<file path="config.mk">
export PLATFORM = sky130hd
export DESIGN_NAME = serial_add_ctrl
export DESIGN_NICKNAME = d
export VERILOG_FILES = /design/src/rtl/serial_add_ctrl_pkg.sv /design/src/rtl/full_adder.sv /design/src/rtl/serial_add_ctrl.sv
export SDC_FILE = /design/constraint.sdc
export NUM_CORES = 1
export LEC_CHECK = 0
export CELL_PAD_IN_SITES_DETAIL_PLACEMENT = 1
export CELL_PAD_IN_SITES_GLOBAL_PLACEMENT = 2
export CORE_AREA = 8 8 65 109
export CTS_BUF_LIST = sky130_fd_sc_hd__clkbuf_4
export CTS_CLUSTER_SIZE = 12
export DETAILED_ROUTE_END_ITERATION = 7
export DIE_AREA = 0 0 73 117
export PLACE_DENSITY = 0.79
export SYNTH_ARGS = -nofsm -noshare
export SYNTH_HDL_FRONTEND = slang
export SYNTH_SLANG_ARGS = --single-unit
</file>
<file path="constraint.sdc">
create_clock -name clk -period 1.45 [get_ports clk]
set_input_delay 0.29 -clock clk [delete_from_list [all_inputs] [get_ports clk]]
set_output_delay 0.29 -clock clk [all_outputs]
set_load 0.02 [all_outputs]
</file>
<file path="src/rtl/serial_add_ctrl_pkg.sv">
// Shared types and sizing helpers for the bit-serial add/subtract controller.
package serial_add_pkg;

  typedef enum logic [1:0] {IDLE, RUN, DONE} state_t;

  localparam int MIN_WIDTH = 2;

  // The bit counter needs at least one bit even for the narrowest datapath.
  function automatic int cnt_width(input int w);
    return ($clog2(w) < 1) ? 1 : $clog2(w);
  endfunction

endpackage

</file>
<file path="src/rtl/full_adder.sv">
// Single-bit full adder cell, reused serially by serial_add_ctrl.
module full_adder (
  input  logic a,
  input  logic b,
  input  logic cin,
  output logic sum,
  output logic cout
);

  assign sum  = a ^ b ^ cin;
  assign cout = (a & b) | (cin & (a ^ b));

endmodule

</file>
<file path="src/rtl/serial_add_ctrl.sv">
// Bit-serial WIDTH-bit add/subtract: one full_adder cell, LSB-first, one bit per clock.
module serial_add_ctrl
  import serial_add_pkg::*;
#(
  parameter int WIDTH = 8
) (
  input  logic             clk,
  input  logic             rst_n,
  input  logic             in_valid,
  output logic             in_ready,
  input  logic [WIDTH-1:0] in_a,
  input  logic [WIDTH-1:0] in_b,
  input  logic             in_sub,
  output logic             out_valid,
  input  logic             out_ready,
  output logic [WIDTH-1:0] out_sum,
  output logic             out_cout,
  output logic             out_ovf,
  output logic             busy
);

  localparam int CW = cnt_width(WIDTH);

  generate
    if (WIDTH < MIN_WIDTH) begin : g_width_check
      $error("serial_add_ctrl: WIDTH must be at least 2");
    end
  endgenerate

  state_t           state;
  logic [WIDTH-1:0] a_sh;
  logic [WIDTH-1:0] b_sh;
  logic             carry;
  logic [CW-1:0]    cnt;
  logic             fa_sum;
  logic             fa_cout;

  full_adder u_fa (
    .a    (a_sh[0]),
    .b    (b_sh[0]),
    .cin  (carry),
    .sum  (fa_sum),
    .cout (fa_cout)
  );

  // Handshake readiness depends on the state register alone.
  assign in_ready = (state == IDLE);
  assign busy     = (state != IDLE);

  always_ff @(posedge clk or negedge rst_n) begin
    if (!rst_n) begin
      state     <= IDLE;
      a_sh      <= '0;
      b_sh      <= '0;
      carry     <= 1'b0;
      cnt       <= '0;
      out_sum   <= '0;
      out_cout  <= 1'b0;
      out_ovf   <= 1'b0;
      out_valid <= 1'b0;
    end else begin
      case (state)
        IDLE: begin
          if (in_valid) begin
            // Subtraction is A + ~B + 1: invert B and seed the carry with 1.
            a_sh  <= in_a;
            b_sh  <= in_sub ? ~in_b : in_b;
            carry <= in_sub;
            cnt   <= '0;
            state <= RUN;
          end
        end
        RUN: begin
          out_sum <= {fa_sum, out_sum[WIDTH-1:1]};
          a_sh    <= {1'b0, a_sh[WIDTH-1:1]};
          b_sh    <= {1'b0, b_sh[WIDTH-1:1]};
          carry   <= fa_cout;
          cnt     <= cnt + CW'(1);
          if (cnt == CW'(WIDTH - 1)) begin
            // carry currently holds the carry into the MSB.
            out_cout  <= fa_cout;
            out_ovf   <= carry ^ fa_cout;
            out_valid <= 1'b1;
            state     <= DONE;
          end
        end
        DONE: begin
          if (out_ready) begin
            out_valid <= 1'b0;
            state     <= IDLE;
          end
        end
        default: begin
          out_valid <= 1'b0;
          state     <= IDLE;
        end
      endcase
    end
  end

endmodule

</file>
==> results of run 1 <==
[metal layers]
metal / global-route usage, % / wire, um
met5: 0 / 0
met1: 10.34 / 1577
met4: 6.452 / 117
met2: 18.78 / 2317
met3: 2.133 / 120
[critical path, stage by stage, from the launching register on]
cell	delay (ps)
dfrtp_1	420
ha_1	230
ha_1	220
nand2_1	120
mux2_2	350
[cells in the final DEF (no fill, tap or decap), types with 6 or more instances in the layout]
cell type         n
xor2_1            9
mux2_2            9
clkdlybuf4s50_1  20
dlygate4sd2_1    11
dfrtp_1          33
nand2_1          11
o21ai_0          12
a21oi_1          12
a22oi_1          20
nor2b_1          10
buf_4            13
clkbuf_4          6
[final timing paths]
check                          start  slack [ps]  cells after the start         end
hold reg to reg            out_valid         520                      2   out_valid
setup / recovery              cnt[0]           1                      4     out_ovf
max in group asynchronous      rst_n         950                      2  out_sum[1]
setup reg to reg              cnt[0]           1                      4     out_ovf
min in group clk           out_valid         520                      2   out_valid
hold / removal                 rst_n         310                      2     b_sh[3]
[power by group through the flow]
| stage | clock network (mW) | logic (mW) | registers (mW) |
|---|---|---|---|
| after floorplan | 0 | 1.03 | 1.72 |
| after detailed placement | 0 | 1.99 | 1.61 |
| after CTS | 0.547 | 1.92 | 1.59 |
| after global placement | 0 | 1.89 | 1.57 |
| after global routing | 0.579 | 2.06 | 1.64 |
| final | 0.521 | 1.88 | 1.59 |
[cell type report]
cell class                      instances  share of cell area (%)
Clock inverter                          2                  0.4579
Inverter                                2                  0.3434
Antenna cell                            1                  0.1145
Sequential cell                        33                   37.78
Tap cell                               78                   4.465
Multi-Input combinational cell        102                   33.89
Clock buffer                            6                   2.061
Timing Repair Buffer                   48                   20.89
[flip-flops by register name, indices dropped and copies added (netlist names)]
signal	flops
state	2
carry	1
a_sh	8
out_cout	1
out_ovf	1
b_sh	8
out_valid	1
cnt	3
out_sum	8
[cells by family after synthesis]
logic type,after synthesis
buf+inv,12
compound gates,47
mux,12
flops,33
fa+ha+maj,3
xor+xnor,9
simple gates,31
[what timing repair did]
action | in CTS | in global routing
setup buffers | 1 | 0
pin swaps | 0 | 0
hold buffers | 0 | 0
setup endpoints to repair | 21 | 21
resized for setup | 26 | 1
[cells in the mapped netlist (all sizes together)]
master / count
buf: 6
fa: 1
xor2: 9
nand2: 11
a22oi: 20
o21ai: 13
mux2: 11
nor2: 3
nor2b: 11
nor3b: 3
inv: 2
or2: 2
a22o: 2
nand2b: 1
mux2i: 1
clkbuf: 4
ha: 2
dfrtp: 33
a21oi: 12
==> flow_summary.yaml, run 1 <==
synthesis:
  synth_cells: 147
  synthMuxAreaShare_pct: 8.739
  synth_top_area_share_pct: 51.04
  yosys.area.top_type: "dfrtp_1"
  yosys_register_bits: 33
  syn_area_um2: 1618
  synth_top_family_by_area: "compound AO/OA/AOI/OAI gates"
  synth.area.top_cells: "dfrtp_1 (51%), a22oi_1 (9.3%), mux2_2 (6.3%), xor2_1 (4.9%), nor2b_1 (4.3%)"
  synthAdderAreaFrac_pct: 2.784
  avgSynthCellArea_um2: 11.01
  synth-simple-area-share_pct: 10.52
  synthDistinctLibCells: 25
  syn_nets: 171
  synth_compound_area_share_pct: 18.10
  seq_area_frac_synth_pct: 51.04
  yosysWarnings: 0
  synth-xor-area-share_pct: 4.872
sta:
  slew_violations: 0
  rsz0062_at_grt: "true"
  fin_tns_setup_ps: 0
  holdWs_ps: 311.1
  slew_headroom_pct: 67.51
  max_freq_mhz: 690.3
  skew_ps: 10.79
  fin_crit_ps: 1449
  worst_slack_ps: 1.392
  hold_violations: 0
  worstMarginPinSlew_ps: 485.3
  setup_viol: 0
  period_share_pct: 99.90
layout:
  post-route-util_pct: 38.39
  final_nets: 216
  ff_latch_area_um2: 825.8
  nFillCells: 647
  finalInstanceArea_um2: 2186
  multi_input_area_um2: 740.7
  layoutNonFillerInstCount: 272
  syn2layout_area_growth_pct: 35.11
  drive_above_1_share_pct: 22.28
die:
  fp.dieW_um: 73
  die_y_um: 117
  initial_core_util_pct: 28.41
  pin_count: 34
  core_region_area_um2: 5694
  rows: 37
  die_area_um2: 8541
placed_design:
  place_area_um2: 2130
  gp_congestion: 0.7218
  place_hpwl_um: 3137
  dp_cells: 263
  preCtsSetupSlack_ps: -206.4
  port_buffers: 33
worst_setup_path:
  crit_path_start_kind: "flop"
  worstSetupEndpointType: "flop"
  arrival_ps: 1670
  critPathKind: "reg2reg"
  worstPathRequired_ps: 1670
  worstPathMaxFanout: 3
route:
  wl_per_cell_um: 15.19
  vias: 1278
  firstDrtPassIters: 3
  drtIter0Drc: 34
  drc: 0
  vias_per_cell: 4.699
  routed_wl_um: 4133
  detail-route-antenna-nets: 0
clock_tree:
  clkSinkCount: 33
  cts_tree: "yes"
  clk_latency_ps: 330
  cts_buffers: 5
  cts_max_level: 2
  root_buffer: "clkbuf_4"
  clkTransAtPathRegs_ps: 110
  cts_buffer_depth: 2
global_routing:
  grt_max_degree: 34
  grt_pass1_wl_um: 6824
  grt_pass1_vias: 1468
  grt.total_usage_pct: 10.33
  globalRouteOverflowTotal: 0
  antenna_found_initial: 1
power_and_ir_drop:
  p_int_mw: 2.461
  powerDensity_nw_per_um2: 1825
  p_sw_share_pct: 38.32
  power_leakage_nw: 1.003
  finalPower_mw: 3.990
  ir_drop_mv: 0.7495
  pwr-share-comb_pct: 47.2
  clkPwrFrac_pct: 13.1
  p_seq_share_pct: 39.8
  switching_power_mw: 1.529
worst_hold_path:
  hp-class: "in2async"
status:
  outcome: "finished clean"
flow_run:
  maxCapViolations: 0
Note: power is estimated with default switching activity, not from simulation.
==> run 2: changes to the inputs <==
--- a/config.mk
+++ b/config.mk
@@ -5,6 +5,7 @@
 export SDC_FILE = /design/constraint.sdc
 export NUM_CORES = 1
 export LEC_CHECK = 0
+export CAP_MARGIN = 20
 export CELL_PAD_IN_SITES_DETAIL_PLACEMENT = 1
 export CELL_PAD_IN_SITES_GLOBAL_PLACEMENT = 2
 export CORE_AREA = 8 8 65 109
==> results of run 2 <==
No change in the layout: final DEF, timing and power equal those of run 1.
